File: src/rtl/spirose_pkg.sv
// rtl/spirose_pkg.sv - shared constants and FSM state type for the driver config writer
`timescale 1ns/1ps
package spirose_pkg;

    localparam int CONFIG_W               = 48;
    localparam int FCWRTEN_CLKS_DEFAULT   = 15;
    localparam int WRTFC_LAT_CLKS_DEFAULT = 5;

    typedef enum logic [2:0] {
        IDLE,
        WAIT_GRANT,
        FCWRTEN,
        GAP,
        WRTFC,
        DONE
    } cfg_state_t;

endpackage

File: src/rtl/driver_config_writer_if.sv
// rtl/driver_config_writer_if.sv - shared LED driver serial bus plus request/grant handshake
`timescale 1ns/1ps
interface driver_config_writer_if;

    logic bus_req;
    logic bus_grant;
    logic drv_sclk;
    logic drv_sin;
    logic drv_lat;

    modport master (output bus_req, drv_sclk, drv_sin, drv_lat, input bus_grant);
    modport slave  (input bus_req, drv_sclk, drv_sin, drv_lat, output bus_grant);

endinterface

File: src/rtl/config_cdc_capture.sv
// rtl/config_cdc_capture.sv - flag synchroniser and double-sampled config word with stability detect
`timescale 1ns/1ps
module config_cdc_capture
    import spirose_pkg::*;
(
    input  logic                clk,
    input  logic                nrst,
    input  logic [CONFIG_W-1:0] config_in,
    input  logic                config_flag,
    output logic                flag_sync,
    output logic [CONFIG_W-1:0] cap_b,
    output logic                stable
);

    logic                flag_meta;
    logic [CONFIG_W-1:0] cap_a;
    logic [1:0]          match_cnt;

    // The word is only trusted once two consecutive samples agree twice in a row.
    always_ff @(posedge clk or negedge nrst) begin
        if (!nrst) begin
            flag_meta <= 1'b0;
            flag_sync <= 1'b0;
            cap_a     <= '0;
            cap_b     <= '0;
            match_cnt <= 2'd0;
        end else begin
            flag_meta <= config_flag;
            flag_sync <= flag_meta;
            cap_a     <= config_in;
            cap_b     <= cap_a;
            if (cap_a != cap_b)
                match_cnt <= 2'd0;
            else if (match_cnt != 2'd2)
                match_cnt <= match_cnt + 2'd1;
        end
    end

    assign stable = (match_cnt == 2'd2);

endmodule

File: src/rtl/driver_config_writer.sv
// rtl/driver_config_writer.sv - writes the captured config into the LED drivers' function-control register
`timescale 1ns/1ps
module driver_config_writer
    import spirose_pkg::*;
#(
    parameter int                  NB_DRIVERS     = 1,
    parameter int                  FCWRTEN_CLKS   = FCWRTEN_CLKS_DEFAULT,
    parameter int                  WRTFC_LAT_CLKS = WRTFC_LAT_CLKS_DEFAULT,
    parameter logic [CONFIG_W-1:0] DEFAULT_CONFIG = '0
) (
    input  logic                         clk,
    input  logic                         nrst,
    input  logic [CONFIG_W-1:0]          config_in,
    input  logic                         config_flag,
    driver_config_writer_if.master       bus,
    output logic                         cfg_busy,
    output logic                         cfg_done
);

    localparam int TOTAL_BITS = CONFIG_W * NB_DRIVERS;
    localparam int BIT_W      = $clog2(TOTAL_BITS + 1);
    localparam int FC_W       = $clog2(FCWRTEN_CLKS + 1);
    localparam int CNT_W      = (BIT_W > FC_W) ? BIT_W : FC_W;
    localparam logic [CNT_W-1:0] FC_LAST   = CNT_W'(FCWRTEN_CLKS - 1);
    localparam logic [CNT_W-1:0] BIT_LAST  = CNT_W'(TOTAL_BITS - 1);
    localparam logic [CNT_W-1:0] LAT_FIRST = CNT_W'(TOTAL_BITS - WRTFC_LAT_CLKS);

    cfg_state_t          state, state_nxt;
    logic                phase;
    logic [CNT_W-1:0]    cnt;
    logic [CONFIG_W-1:0] shadow, sreg, last_applied;
    logic                flag_sync, stable;
    logic [CONFIG_W-1:0] cap_b;

    config_cdc_capture u_cdc (
        .clk         (clk),
        .nrst        (nrst),
        .config_in   (config_in),
        .config_flag (config_flag),
        .flag_sync   (flag_sync),
        .cap_b       (cap_b),
        .stable      (stable)
    );

    always_ff @(posedge clk or negedge nrst) begin
        if (!nrst) state <= IDLE;
        else       state <= state_nxt;
    end

    // phase 0 drives data/latch with sclk low, phase 1 raises sclk.
    always_comb begin
        state_nxt    = state;
        bus.bus_req  = 1'b0;
        bus.drv_sclk = 1'b0;
        bus.drv_sin  = 1'b0;
        bus.drv_lat  = 1'b0;
        cfg_busy     = 1'b0;
        cfg_done     = 1'b0;
        case (state)
            IDLE: begin
                if (flag_sync && stable && (cap_b != last_applied))
                    state_nxt = WAIT_GRANT;
            end
            WAIT_GRANT: begin
                bus.bus_req = 1'b1;
                cfg_busy    = 1'b1;
                if (bus.bus_grant) state_nxt = FCWRTEN;
            end
            FCWRTEN: begin
                bus.bus_req  = 1'b1;
                cfg_busy     = 1'b1;
                bus.drv_sclk = phase;
                bus.drv_lat  = 1'b1;
                if (phase && (cnt == FC_LAST)) state_nxt = GAP;
            end
            GAP: begin
                bus.bus_req = 1'b1;
                cfg_busy    = 1'b1;
                if (phase) state_nxt = WRTFC;
            end
            WRTFC: begin
                bus.bus_req  = 1'b1;
                cfg_busy     = 1'b1;
                bus.drv_sclk = phase;
                bus.drv_sin  = sreg[CONFIG_W-1];
                bus.drv_lat  = (cnt >= LAT_FIRST);
                if (phase && (cnt == BIT_LAST)) state_nxt = DONE;
            end
            DONE: begin
                cfg_done  = 1'b1;
                state_nxt = IDLE;
            end
            default: state_nxt = IDLE;
        endcase
    end

    // The shift register rotates so the same word repeats for every chained driver.
    always_ff @(posedge clk or negedge nrst) begin
        if (!nrst) begin
            phase        <= 1'b0;
            cnt          <= '0;
            shadow       <= '0;
            sreg         <= '0;
            last_applied <= DEFAULT_CONFIG;
        end else begin
            if (state inside {FCWRTEN, GAP, WRTFC}) phase <= ~phase;
            else                                    phase <= 1'b0;
            if (state != state_nxt) cnt <= '0;
            else if (phase)         cnt <= cnt + CNT_W'(1);
            if ((state == IDLE) && (state_nxt == WAIT_GRANT)) shadow <= cap_b;
            if (state == GAP)
                sreg <= shadow;
            else if ((state == WRTFC) && phase)
                sreg <= {sreg[CONFIG_W-2:0], sreg[CONFIG_W-1]};
            if (state == DONE) last_applied <= shadow;
        end
    end

endmodule

File: src/flat_wrapper.sv
// flat-port wrapper written by rule: the top's interface ports become plain ports
module driver_config_writer_flat import spirose_pkg::*;
#(
    parameter int                  NB_DRIVERS     = 1,
    parameter int                  FCWRTEN_CLKS   = FCWRTEN_CLKS_DEFAULT,
    parameter int                  WRTFC_LAT_CLKS = WRTFC_LAT_CLKS_DEFAULT,
    parameter logic [CONFIG_W-1:0] DEFAULT_CONFIG = '0
)
  (clk, nrst, config_in, config_flag, cfg_busy, cfg_done, bus_bus_req, bus_drv_sclk, bus_drv_sin, bus_drv_lat, bus_bus_grant);
  driver_config_writer_if bus_i ();
  input  logic clk;
  input  logic nrst;
  input  logic [CONFIG_W-1:0] config_in;
  input  logic config_flag;
  output logic cfg_busy;
  output logic cfg_done;
  output wire logic [$bits(bus_i.bus_req)-1:0] bus_bus_req;
  output wire logic [$bits(bus_i.drv_sclk)-1:0] bus_drv_sclk;
  output wire logic [$bits(bus_i.drv_sin)-1:0] bus_drv_sin;
  output wire logic [$bits(bus_i.drv_lat)-1:0] bus_drv_lat;
  input wire logic [$bits(bus_i.bus_grant)-1:0] bus_bus_grant;
  assign bus_bus_req = bus_i.bus_req;
  assign bus_drv_sclk = bus_i.drv_sclk;
  assign bus_drv_sin = bus_i.drv_sin;
  assign bus_drv_lat = bus_i.drv_lat;
  assign bus_i.bus_grant = bus_bus_grant;
  driver_config_writer #(.NB_DRIVERS(NB_DRIVERS), .FCWRTEN_CLKS(FCWRTEN_CLKS), .WRTFC_LAT_CLKS(WRTFC_LAT_CLKS), .DEFAULT_CONFIG(DEFAULT_CONFIG)) u_core (.clk(clk), .nrst(nrst), .config_in(config_in), .config_flag(config_flag), .bus(bus_i), .cfg_busy(cfg_busy), .cfg_done(cfg_done));
endmodule
File: config.mk
export PLATFORM = sky130hd
export DESIGN_NAME = driver_config_writer_flat
export DESIGN_NICKNAME = d
export VERILOG_FILES = /design/src/rtl/spirose_pkg.sv /design/src/rtl/driver_config_writer_if.sv /design/src/rtl/config_cdc_capture.sv /design/src/rtl/driver_config_writer.sv /design/src/flat_wrapper.sv
export SDC_FILE = /design/constraint.sdc
export NUM_CORES = 1
export LEC_CHECK = 0
export CAP_MARGIN = 20
export CORE_UTILIZATION = 40
export DETAILED_ROUTE_END_ITERATION = 10
export PLACE_DENSITY = 0.66
export SLEW_MARGIN = 20
export SYNTH_ARGS = -nofsm -noshare
export SYNTH_HDL_FRONTEND = slang
export SYNTH_SLANG_ARGS = --single-unit
File: constraint.sdc
create_clock -name clk -period 3.36 [get_ports clk]
set_input_delay 0.504 -clock clk [delete_from_list [all_inputs] [get_ports clk]]
set_output_delay 0.504 -clock clk [all_outputs]
set_load 0.02 [all_outputs]
==> impl_metrics.env <==
export IMPL_die_height_um=169
export IMPL_post_cts_setup_buffer_count=0
export IMPL_drtIter0Drc=591
export IMPL_rsz0062_at_grt="no"
export IMPL_io_pins=58
export IMPL_grt_pass1_vias=7461
export IMPL_worstSetupEndpoint="bus_drv_lat"
export IMPL_fmax_ghz=0.353
export IMPL_cp_cell_sequence="nor2b_1 -> o211ai_1 -> a21oi_1 -> clkdlybuf4s50_1"
export IMPL_cts_tree="done"
export IMPL_maxSlewHeadroom_pct=42.9
export IMPL_die_w_um=169
export IMPL_wl_per_cell_um=19.1
export IMPL_ys_seq_area_share_pct=57.2
export IMPL_grt_max_degree=97
export IMPL_violations="hold timing"
export IMPL_period_needed_ps=2830
export IMPL_drc=0
export IMPL_synth_xor_area_share_pct=8.12
export IMPL_tightest_slew_ps=857
export IMPL_hold_class="primary input to async pin"
export IMPL_vias_per_cell=5.48
export IMPL_clk_latency_ps=540
export IMPL_fin_util_pct=47.6
export IMPL_grt_ovfl_total=0
export IMPL_critical_path_slowest_cell="clkdlybuf4s50_1"
export IMPL_syn_nets=1006
export IMPL_ys_seq_elements=254
export IMPL_hold_buffers=0
export IMPL_cts_sinks=254
export IMPL_port_buffers=57
export IMPL_synth_cells=951
export IMPL_final_common_cell="dfrtp_1"
export IMPL_setup_violations=0
export IMPL_die_area_um2=28400
export IMPL_synth_compound_area_share_pct=8.77
export IMPL_htreeDepth=1
export IMPL_antenna_found_initial=0
export IMPL_skew_ps=20.7
export IMPL_r2r_end="u_core.state[0]"
export IMPL_n_fill_cell=2464
export IMPL_regToRegStartpoint="u_core.u_cdc.cap_b[36]"
export IMPL_synth_ff_type="dfrtp_1"
export IMPL_drive_gt1_share_pct=12.6
export IMPL_hpwl_um=17000
export IMPL_multi_input_area_um2=4370
export IMPL_core_um2=27100
export IMPL_grt_pass1_wl_um=42300
export IMPL_tns_ps=0
export IMPL_syn_cell_area_um2=11100
export IMPL_ctsLongestPathBuffers=3
export IMPL_maxSlewViolCount=0
export IMPL_final_antenna_net_count=0
export IMPL_synth_edf_count=0
export IMPL_whs_ps=-15.2
export IMPL_reg2regPathDepth=5
export IMPL_ys_async_sr_fraction_pct=100
export IMPL_cts_resized=0
export IMPL_worst_path_largest_cell_delay_ps=610
export IMPL_vdd_drop_max_v=0.000333
export IMPL_crit_fanout=13
export IMPL_synth_cell_types=40
export IMPL_fp_row_count=60
export IMPL_status="finished, violations left"
export IMPL_synth_adder_area_share_pct=0.338
export IMPL_regArea_um2=6360
export IMPL_synth_top_family_by_area="simple AND/OR/NAND/NOR gates"
export IMPL_cts_buffers=27
export IMPL_first_pass_iters=5
export IMPL_start_util_pct=41.0
export IMPL_worst_endpoint_arrival_ps=2330
export IMPL_syn_avg_cell_area_um2=11.7
export IMPL_grt_use_total_pct=19.0
export IMPL_hold_violations=25
export IMPL_critPathLaunchType="flop"
export IMPL_crit_required_ps=2860
export IMPL_yosys_area_share_simple_pct=12.8
export IMPL_worstSetupPathType="flop to primary output"
export IMPL_crit_path_end_kind="primary output"
export IMPL_r2r_slack_ps=850
export IMPL_layout_worst_path_cycle_share_pct=84.2
export IMPL_layout_common_cells="254 x dfrtp_1, 92 x o21ai_0, 65 x nand4_1, 59 x nand2_1, 56 x clkdlybuf4s50_1"
export IMPL_vias=7580
export IMPL_wl_um=26400
export IMPL_synth_area_mux_share_pct=9.19
export IMPL_nets=1045
export IMPL_place_gp_congestion=0.801
export IMPL_power_density_nw_per_um2=499
export IMPL_yosysWarnings=0
export IMPL_path_clk_slew_ps=60
export IMPL_maxCapViolations=0
export IMPL_cts_root_buffer="clkbuf_16"
export IMPL_antennaDiodeCount=0
export IMPL_crit_start="u_core.state[2]"
export IMPL_area_growth_pct=16.0
export IMPL_p_leak_nw=6.07
==> layout make-up <==
cell class	instances	share of cell area, %
sequential	254	49.3
multi-input combinational	624	33.9
clock buffer	38	6.18
timing repair buffer	79	5.94
tap	372	3.61
clock inverter	12	0.942
inverter	4	0.117
==> cell usage after synthesis (3+ instances only) <==
library cell    n  area share (%)
a21oi_1        11            0.50
a22oi_1        49             3.3
and2_1         48             2.7
and4_1          3            0.24
buf_2          21            0.95
buf_4           5            0.34
buf_6          10             1.0
clkbuf_1       30             1.0
dfrtp_1       254              57
ha_1            3            0.34
inv_1           4            0.14
mux2_2         48             4.9
mux2i_1        48             4.3
nand2_1        60             2.0
nand3_1        49             2.2
nand4_1        65             3.7
nor2_1          5            0.17
nor4_1         14            0.79
o21ai_0        92             4.1
o21ai_1         5            0.23
xnor2_1        52             4.1
xor2_1         51             4.0
==> metrics by stage <==
stage / instance area [µm²] / power (W) / instances / setup slack, ps
2_1_floorplan: 11100 / 0.00329 / 951 / 1560
3_5_place_dp: 12000 / 0.00348 / 1333 / 874
4_1_cts: 12900 / 0.00650 / 1383 / 492
5_1_grt: 12900 / 0.00665 / 1383 / 392
3_3_place_gp: 12000 / 0.00348 / 1333 / 911
6_report: 12900 / 0.00643 / 1383 / 530
==> routing by layer <==
| layer | up-vias | routed length [µm] | GRT usage [%] |
|---|---|---|---|
| met5 | - | 0 | 0 |
| met4 | 0 | 1120 | 8.22 |
| met3 | 62 | 1460 | 3.27 |
| met2 | 236 | 12100 | 29.3 |
| met1 | 3811 | 11700 | 26.5 |
| li1 | 3471 | - | - |
==> how the worst min path moves through the flow <==
stage	to	cells past startpoint	startpoint	slack, ps
after global placement	u_core.u_cdc.flag_sync	0	u_core.u_cdc.flag_meta	340
after floorplan	u_core.cnt[0]	0	nrst	210
after CTS	u_core.u_cdc.cap_b[8]	1	nrst	0.4
final	u_core.u_cdc.cap_b[8]	1	nrst	-20
after detailed placement	u_core.u_cdc.flag_sync	0	u_core.u_cdc.flag_meta	340
after global routing	u_core.state[2]	1	nrst	30
==> state kept, by name, indices dropped and copies added, names as in the netlist <==
signal and count:
u_core.shadow 48, u_core.sreg 48, u_core.u_cdc.match_cnt 2, u_core.u_cdc.cap_b 48
u_core.state 3, u_core.phase 1, u_core.last_applied 48, u_core.u_cdc.flag_sync 1
u_core.u_cdc.cap_a 48, u_core.cnt 6, u_core.u_cdc.flag_meta 1
==> where the power goes <==
| group | total (W) | internal [W] | switching (W) |
|---|---|---|---|
| Clock | 0.00301 | 0.00181 | 0.00121 |
| Combinational | 0.000232 | 0.000110 | 0.000121 |
| Sequential | 0.00318 | 0.00312 | 0.0000636 |
==> critical path, delay by kind of cell, from the launching register on <==
family	cells	cell delay [ps]
AOI/OAI and AO/OA	2	320
buffers and inverters	1	610
DFF	1	550
and+or+nand+nor	1	310
==> kinds of logic (layout without fill, tap and decap cells) <==
logic type,count (synthesis),in the layout
mux,96,96
xor+xnor,103,103
buf+inv,73,133
simple gates,257,257
fa+ha+maj,3,3
compound gates,165,165
flops,254,254
Note: power is estimated with default switching activity, not from simulation.
